--- config.mk ---
export PLATFORM = sky130hd
export DESIGN_NAME = ps2_keycode_rx
export DESIGN_NICKNAME = d
export VERILOG_FILES = /design/src/rtl/ps2_keycode_rx.sv
export SDC_FILE = /design/constraint.sdc
export NUM_CORES = 1
export LEC_CHECK = 0
export ABC_AREA = 0
export BUFFER_PORTS_ARGS = -buffer_cell sky130_fd_sc_hd__buf_2
export CELL_PAD_IN_SITES_DETAIL_PLACEMENT = 0
export CELL_PAD_IN_SITES_GLOBAL_PLACEMENT = 1
export CORE_ASPECT_RATIO = 1.25
export CORE_UTILIZATION = 40
export DETAILED_ROUTE_END_ITERATION = 12
export PLACE_DENSITY_LB_ADDON = 0.1
export SLEW_MARGIN = 5
export SYNTH_ARGS = -nofsm -noshare
export SYNTH_HDL_FRONTEND = slang
export SYNTH_SLANG_ARGS = --single-unit
--- constraint.sdc ---
create_clock -name Clk -period 2.36 [get_ports Clk]
set_input_delay 0.354 -clock Clk [delete_from_list [all_inputs] [get_ports Clk]]
set_output_delay 0.354 -clock Clk [all_outputs]
set_load 0.05 [all_outputs]
--- src/rtl/ps2_keycode_rx.sv ---
// PS/2 device-to-host frame receiver with scan-code decode: tracks the most recent held key,
// its E0 prefix and a hold flag that asserts after the key has been down long enough.
module ps2_keycode_rx #(
  parameter int FILTER_LEN     = 4,
  parameter int TIMEOUT_CYCLES = 100000,
  parameter int HOLD_CYCLES    = 25000000
) (
  input  logic       Clk,
  input  logic       Reset,
  input  logic       ps2_clk,
  input  logic       ps2_data,
  output logic [7:0] keycode,
  output logic       extended,
  output logic       hold,
  output logic       code_valid,
  output logic       frame_err
);

  localparam int FW = $clog2(FILTER_LEN + 1);
  localparam int TW = $clog2(TIMEOUT_CYCLES + 1);
  localparam int HW = $clog2(HOLD_CYCLES + 1);

  typedef enum logic [1:0] {IDLE, DATA, PARITY, STOP} state_e;

  // input path
  logic [1:0]    clk_sync_q, clk_sync_d;
  logic [1:0]    dat_sync_q, dat_sync_d;
  logic          clk_filt_q, clk_filt_d;
  logic [FW-1:0] filt_cnt_q, filt_cnt_d;
  logic          clk_s, sdat, fall;

  // frame FSM and datapath
  state_e        state_q, state_d;
  logic [7:0]    shift_q, shift_d;
  logic [2:0]    bitcnt_q, bitcnt_d;
  logic          par_q, par_d;
  logic          byte_vld_q, byte_vld_d;
  logic          ferr_q, ferr_d;
  logic [TW-1:0] tmo_cnt_q, tmo_cnt_d;
  logic          tmo_hit;

  // decoder
  logic [7:0]    keycode_q, keycode_d;
  logic          extended_q, extended_d;
  logic          brk_q, brk_d;
  logic          ext_q, ext_d;
  logic          cv_q, cv_d;
  logic          hold_q, hold_d;
  logic [HW-1:0] hold_cnt_q, hold_cnt_d;
  logic          match;

  // The filtered clock only follows the synced line once it has disagreed for FILTER_LEN
  // consecutive samples; any agreeing sample restarts the count.
  always_comb begin
    clk_sync_d = {clk_sync_q[0], ps2_clk};
    dat_sync_d = {dat_sync_q[0], ps2_data};
    clk_s      = clk_sync_q[1];
    sdat       = dat_sync_q[1];
    clk_filt_d = clk_filt_q;
    filt_cnt_d = '0;
    if (clk_s != clk_filt_q) begin
      if (filt_cnt_q == FW'(FILTER_LEN - 1)) clk_filt_d = clk_s;
      else                                   filt_cnt_d = filt_cnt_q + 1'b1;
    end
    fall = clk_filt_q & ~clk_filt_d;
  end

  assign tmo_hit = (state_q != IDLE) && !fall && (tmo_cnt_q == TW'(TIMEOUT_CYCLES - 1));

  always_ff @(posedge Clk) begin
    if (Reset) state_q <= IDLE;
    else       state_q <= state_d;
  end

  always_comb begin
    state_d = state_q;
    if (tmo_hit) begin
      state_d = IDLE;
    end else if (fall) begin
      case (state_q)
        IDLE:    if (!sdat) state_d = DATA;
        DATA:    if (bitcnt_q == 3'd7) state_d = PARITY;
        PARITY:  state_d = STOP;
        STOP:    state_d = IDLE;
        default: state_d = IDLE;
      endcase
    end
  end

  always_comb begin
    shift_d    = shift_q;
    bitcnt_d   = bitcnt_q;
    par_d      = par_q;
    byte_vld_d = 1'b0;
    ferr_d     = 1'b0;
    tmo_cnt_d  = (state_q == IDLE || fall) ? '0 : tmo_cnt_q + 1'b1;
    if (tmo_hit) begin
      ferr_d = 1'b1;
    end else if (fall) begin
      case (state_q)
        IDLE:   bitcnt_d = 3'd0;
        DATA: begin
          shift_d  = {sdat, shift_q[7:1]};
          bitcnt_d = bitcnt_q + 1'b1;
        end
        PARITY: par_d = sdat;
        STOP: begin
          if (sdat && (^{shift_q, par_q})) byte_vld_d = 1'b1;
          else                             ferr_d     = 1'b1;
        end
        default: ;
      endcase
    end
  end

  // Prefix bytes only arm flags; a key match is judged against the currently tracked code.
  always_comb begin
    keycode_d  = keycode_q;
    extended_d = extended_q;
    brk_d      = brk_q;
    ext_d      = ext_q;
    cv_d       = 1'b0;
    match      = (shift_q == keycode_q) && (ext_q == extended_q);
    if (byte_vld_q) begin
      if (shift_q == 8'hE0) begin
        ext_d = 1'b1;
      end else if (shift_q == 8'hF0) begin
        brk_d = 1'b1;
      end else if (shift_q inside {8'h00, 8'hAA, 8'hEE, 8'hFA, 8'hFE, 8'hFF}) begin
        brk_d = 1'b0;
        ext_d = 1'b0;
      end else begin
        brk_d = 1'b0;
        ext_d = 1'b0;
        if (brk_q) begin
          if (match) begin
            keycode_d  = 8'h00;
            extended_d = 1'b0;
            cv_d       = 1'b1;
          end
        end else if (!match) begin
          keycode_d  = shift_q;
          extended_d = ext_q;
          cv_d       = 1'b1;
        end
      end
    end
  end

  // Any keycode change (new key or release) restarts the timer; typematic repeats do not.
  always_comb begin
    hold_cnt_d = hold_cnt_q;
    if (cv_d || keycode_q == 8'h00)              hold_cnt_d = '0;
    else if (hold_cnt_q != HW'(HOLD_CYCLES))     hold_cnt_d = hold_cnt_q + 1'b1;
    hold_d = (hold_cnt_d == HW'(HOLD_CYCLES)) && (keycode_d != 8'h00);
  end

  always_ff @(posedge Clk) begin
    if (Reset) begin
      clk_sync_q <= 2'b11;
      dat_sync_q <= 2'b11;
      clk_filt_q <= 1'b1;
      filt_cnt_q <= '0;
      shift_q    <= 8'h00;
      bitcnt_q   <= 3'd0;
      par_q      <= 1'b0;
      byte_vld_q <= 1'b0;
      ferr_q     <= 1'b0;
      tmo_cnt_q  <= '0;
      keycode_q  <= 8'h00;
      extended_q <= 1'b0;
      brk_q      <= 1'b0;
      ext_q      <= 1'b0;
      cv_q       <= 1'b0;
      hold_q     <= 1'b0;
      hold_cnt_q <= '0;
    end else begin
      clk_sync_q <= clk_sync_d;
      dat_sync_q <= dat_sync_d;
      clk_filt_q <= clk_filt_d;
      filt_cnt_q <= filt_cnt_d;
      shift_q    <= shift_d;
      bitcnt_q   <= bitcnt_d;
      par_q      <= par_d;
      byte_vld_q <= byte_vld_d;
      ferr_q     <= ferr_d;
      tmo_cnt_q  <= tmo_cnt_d;
      keycode_q  <= keycode_d;
      extended_q <= extended_d;
      brk_q      <= brk_d;
      ext_q      <= ext_d;
      cv_q       <= cv_d;
      hold_q     <= hold_d;
      hold_cnt_q <= hold_cnt_d;
    end
  end

  assign keycode    = keycode_q;
  assign extended   = extended_q;
  assign hold       = hold_q;
  assign code_valid = cv_q;
  assign frame_err  = ferr_q;

endmodule

Yosys cells after proc, flatten, opt, wreduce, memory -nomap -nowiden. Index checks and enable logic that the tools add are counted.

Register bits after elaboration: 79. Input bits: 4. Output and inout port bits: 12.

Add/subtract/negate cells: 4. Eq/ne operators: 23. Mux-type cells: 33. Bitwise operators: 9. Reductions and logical operators: 27.

Operators with widths (count): 8-bit equality test (second input constant) (7); 8-bit two-way mux (7); 25-bit two-way mux (2); 25-bit by 1-bit adder with 25-bit output (second input constant) (1); 25-bit equality test (second input constant) (1); 25-bit != test (second input constant) (1); 1-bit two-way mux (20); 17-bit by 1-bit adder with 17-bit output (second input constant) (1); 17-bit equality test (second input constant) (1); 8-bit logical NOT (2); 3-bit AND reduction (4); 9-bit parity (1); 8-bit equality test (1); 2-bit != test (second input constant) (4); 1-bit inverter (8); 2-bit one-hot mux with 4 select lines (1); 8-bit nonzero test (1); 3-bit by 1-bit adder with 3-bit output (second input constant) (2); 3-bit one-hot mux with 2 select lines (1); 6-bit AND reduction (1); 6-bit nonzero test (1); 1-bit logical AND (5); 2-bit equality test (second input constant) (2); 2-bit two-way mux (2); other kinds (15) (19).

Depth between registers and ports, before layout.
Depth in word-level cells: 12. Mapped depth: 9.

Worst setup path before layout. OpenSTA, ideal clock, no wires.

Path kind: reg-to-reg. Start point: register keycode_q[6] (netlist: keycode[6]). End point: register hold_q (netlist: hold). Library setup time: 61 ps. Arrival: 2252 ps. Data required time: 2299 ps. Setup slack: 47 ps. Stages on the path, launching flop included: 9. Buffers on the path: 0. Period minus slack after synthesis: 2313 ps. Path through: dfxtp_1 -> xnor2_1 -> nand3_1 -> nor4_4 -> ha_1 -> inv_1 -> o221a_2 -> o2111a_1 -> and4_1.

Longest elaborated chain between the ends: 12. Elaborated cells between the ends (all ways): 22.

RTL lines: start, declared (RTL line 43) `logic [7:0] keycode_q, keycode_d;`; start signal, assigned (RTL line 188) `keycode_q <= keycode_d;`; 8-bit equality test (RTL line 123) `match = (shift_q == keycode_q) && (ext_q == extended_q);`; 1-bit logical AND (RTL line 123); 1-bit two-way mux, on equally long branches (RTL line 141, 136); 1-bit two-way mux (RTL line 135) `if (brk_q) begin`; 1-bit two-way mux (RTL line 129) `end else if (shift_q inside {8'h00, 8'hAA, 8'hEE, 8'hFA, 8'hFE, 8'hFF}) begin`; 1-bit two-way mux (RTL line 127) `end else if (shift_q == 8'hF0) begin`; 1-bit two-way mux (RTL line 125) `if (shift_q == 8'hE0) begin`; 1-bit two-way mux (RTL line 124) `if (byte_vld_q) begin`; 1-bit logical OR (RTL line 153) `if (cv_d || keycode_q == 8'h00) hold_cnt_d = '0;`; 25-bit two-way mux (RTL line 153); 25-bit equality test (RTL line 155) `hold_d = (hold_cnt_d == HW'(HOLD_CYCLES)) && (keycode_d != 8'h00);`; 1-bit logical AND * (RTL line 155); end signal, assigned (RTL line 193) `hold_q <= hold_d;`; end, declared (RTL line 48) `logic hold_q, hold_d;`.

Mark *: on every way between the ends. The rest lies on a longest branch, timed or not. A chain may end at the register's enable or synchronous reset.

Final worst setup path.
Start point: register shift_q[2]. End point: register extended_q (netlist: extended).

Longest elaborated chain between the ends: 4. Elaborated cells between the ends (all ways): 17.

RTL lines: start, declared (RTL line 34) `logic [7:0] shift_q, shift_d;`; start signal, assigned (RTL line 182) `shift_q <= shift_d;`; 8-bit equality test, or another cell as far along (RTL line 129); 6-bit nonzero test / 1-bit logical AND (equally long branches) (RTL line 129, 123); 1-bit inverter (no source line), or another cell as far along; 6-bit AND reduction (no source line) *; end signal, assigned (RTL line 189) `extended_q <= extended_d;`; end, declared (RTL line 44) `logic extended_q, extended_d;`.

Marks and branches as above.

==> metrics.csv <==
stage;metric;value;unit
sta;relSlewSlack;62.5;%
global_routing;track_usage;18.1;%
floorplan;initial_utilization;41.5;%
sta;slew_violations;0;
yosys;synth_xor_area_share;12.7;%
cts;cts_sinks;79;
yosys;synth_top_area_cell;dfxtp_1;
floorplan;ios;16;
sta;worst_slew_pin_slew;0.562;ns
final_layout;fin_nets;489;
floorplan;die_w;91.7;microns
sta;clock_skew;0.00439;ns
cts;clk_latency;0.33;ns
final_layout;final_cells;603;
sta;finalSetupTns;0;ns
floorplan;dieHeight;114;microns
yosys;synth.yosys.seq_area_share;39.3;%
sta;finalCriticalPeriod;2.14;ns
yosys;synth-adder-area-share;4.04;%
sta;finalSetupViolCount;0;
yosys;synth-async-reset-ratio;0;%
worst_setup_path;worstPathCellList;xnor2_1, nand4_1, nor4_4, buf_4, inv_1, ha_1, o31a_1, a31oi_1, nor2_1;
yosys;synth-edff-count;0;
power;p_leak;1.67;nW
yosys;synth_nets;478;
worst_setup_path;criticalPathCategory;flip-flop to flip-flop;
worst_setup_path;slowest_delay;0.56;ns
cts;clkTransAtPathRegs;0.06;ns
floorplan;die-area;10500;sq um
worst_setup_path;end_kind;flip-flop;
worst_setup_path;slowest_stage;dfxtp_1;
yosys;synthMuxAreaShare;1.24;%
global_routing;grt_overflow;0;
drt;wirelength;8640;microns
drt;drc;0;
worst_setup_path;critPathLaunchType;flip-flop;
yosys;synth_top_family_by_area;simple AND/OR/NAND/NOR gates;
worst_setup_path;crit_fanout;9;
placement;port_buffers;15;
final_layout;diodes;0;
floorplan;coreArea;9710;sq um
final_layout;final_design_area_no_fill;4510;sq um
yosys;synth.area.top_cells;dfxtp_1 (39%), xnor2_1 (6.3%), xor2_1 (5.9%);
sta;hold_slack;0.207;ns
cts;postCtsSetupBuffers;0;
cts;post_cts_resized;0;
placement;place_hpwl;6200;microns
cts;htree_levels;3;
placement;placed_cell_area;4220;sq um
global_routing;grt_pass1_vias;3091;
cts;cts_tree;yes;
sta;rsz0062_at_grt;false;
yosys;yosys_warnings;0;
cts;cts_buffers;9;
placement;gp_congestion;0.810;
hold_path;hp-class;primary input to flip-flop;
yosys;synthCells;461;
drt;vias;3110;
yosys;synth_compound_area_share;10.1;%
sta;fin_crit_sh;90.5;%
worst_setup_path;cp.required;2.56;ns
global_routing;antenna_found_initial;0;
sta;fmax;0.468;GHz
drt;drtAntennaViolNets;0;
worst_setup_path;worst_ep_arrival_time;2.33;ns
final_layout;area_growth;12.2;%
drt;firstDrtPassIters;4;
yosys;synth.top_cell.area_share;39.3;%
drt;via_per_inst;5.16;
power;total_power;2.72;mW
yosys;synthSimpleGateAreaFrac;27.9;%
cts;cts_root_buf;clkbuf_16;
yosys;syn_area_per_cell;8.73;sq um
global_routing;grt_pass1_wl;15000;microns
status;status;finished, final reports clean;
yosys;synth_area;4030;sq um
cts;clock_path_buffers;2;
placement;dp.cells;587;
sta;hold_viol;0;
global_routing;grt_max_degree;29;
drt;drt-wirelength-per-cell;14.3;microns
yosys;ys_types;57;
power;ir_worst_vdd;397;uV
yosys;ys.flop_type;dfxtp_1;
drt;drt_iter0_markers;119;
floorplan;row_count;40;
cts;ctsHoldBuffers;0;
power;power_density;602;nW/um^2
yosys;ys_ff_latch;79;
run;maxCapViolCount;0;
final_layout;drive_gt1_share;12.4;%
==> cell usage in the layout (no fill, tap or decap), types with 4 or more instances in the layout <==
cell       instances
o21ai_0            5
mux2i_1            5
nand2_1           43
a22o_1             8
xnor2_1           29
and3_1            10
nor2b_1            5
inv_1             14
and2_1             4
buf_4             13
nor4_4             4
and4_1             5
or3_1              6
a21oi_1           19
xor2_1            27
buf_2             15
ha_1              13
nor3_1             9
nand3_1           20
a31oi_1            4
nor2_1            60
or4_1              4
nor4_1             6
nand4_1           11
clkbuf_16          9
or2_2              5
dfxtp_1           79
==> registers in the layout, summed over array words and instances (netlist names), 2 cells and up <==
name and cells:
bitcnt_q 3, clk_sync_q 2, dat_sync_q 2, filt_cnt_q 3, hold_cnt_q 25, keycode 8, shift_q 8, state_q 2
tmo_cnt_q 17
==> critical path, delay by kind of cell (launching register included) <==
family	cells	cell delay [ns]
adder cells (fa/ha/maj)	1	0.18
AO/OA/AOI/OAI	2	0.43
XOR/XNOR	1	0.17
flip-flops	1	0.56
AND/OR/NAND/NOR	3	0.43
buffers and inverters	2	0.23
==> cell usage after synthesis (all sizes together), types with 3 or more instances <==
library cell / count
dfxtp: 79
nor2: 60
nand2: 43
xnor2: 29
xor2: 27
nand3: 20
a21oi: 19
buf: 15
inv: 15
clkbuf: 13
ha: 13
nand4: 13
and3: 10
nor4: 10
nor3: 9
a22o: 8
o21ai: 7
and4: 6
or3: 6
mux2i: 5
nor2b: 5
or2: 5
a31oi: 4
and2: 4
or4: 4
nand2b: 3
nor4b: 3
==> layer usage <==
layer,wire (microns),vias to the layer above,track usage (%)
met5,0,-,0
met4,85,0,6.56
met3,238,6,4.52
met2,4520,29,32.4
met1,3790,1468,20.9
li1,-,1607,-
==> metrics by stage <==
| step | utilization (%) | setup slack, ns |
|---|---|---|
| 2_1_floorplan | - | 0.0474 |
| 3_3_place_gp | 43.5 | 0.227 |
| 3_5_place_dp | 43.5 | 0.244 |
| 4_1_cts | 46.5 | 0.225 |
| 5_1_grt | 46.5 | 0.0772 |
| 6_report | 46.5 | 0.225 |
==> logic make-up (layout without fill, tap and decap cells) <==
family / Yosys count / in the layout
AOI/OAI and AO/OA: 57 / 57
buffers and inverters: 43 / 59
and+or+nand+nor: 207 / 207
muxes: 5 / 5
adders and majority gates: 13 / 13
DFF: 79 / 79
xor gates and xnor gates: 57 / 57
==> worst paths after layout <==
| check | cells after the start | to | from | slack, ns |
|---|---|---|---|---|
| setup reg to reg | 9 | extended | shift_q[2] | 0.22 |
| setup / recovery | 9 | extended | shift_q[2] | 0.22 |
| hold / removal | 2 | clk_sync_q[0] | ps2_clk | 0.21 |
| hold reg to reg | 1 | clk_sync_q[1] | clk_sync_q[0] | 0.42 |
==> area by class of cell <==
class	count	area, sq um
fillers	980	5190
clock inverters	6	61.3
flip-flops and latches	79	1580
multi-input cells	339	2260
inverters	15	56.3
well taps	126	158
repair buffers	28	173
clock buffers	10	229
==> where the power goes <==
part	total (mW)	internal, mW	switching (mW)
Clock	1.36	0.816	0.545
Sequential	1.34	1.34	0.00187
Combinational	0.0195	0.00707	0.0125
Total	2.72	2.16	0.559
Power figures use the tool's default switching activity.
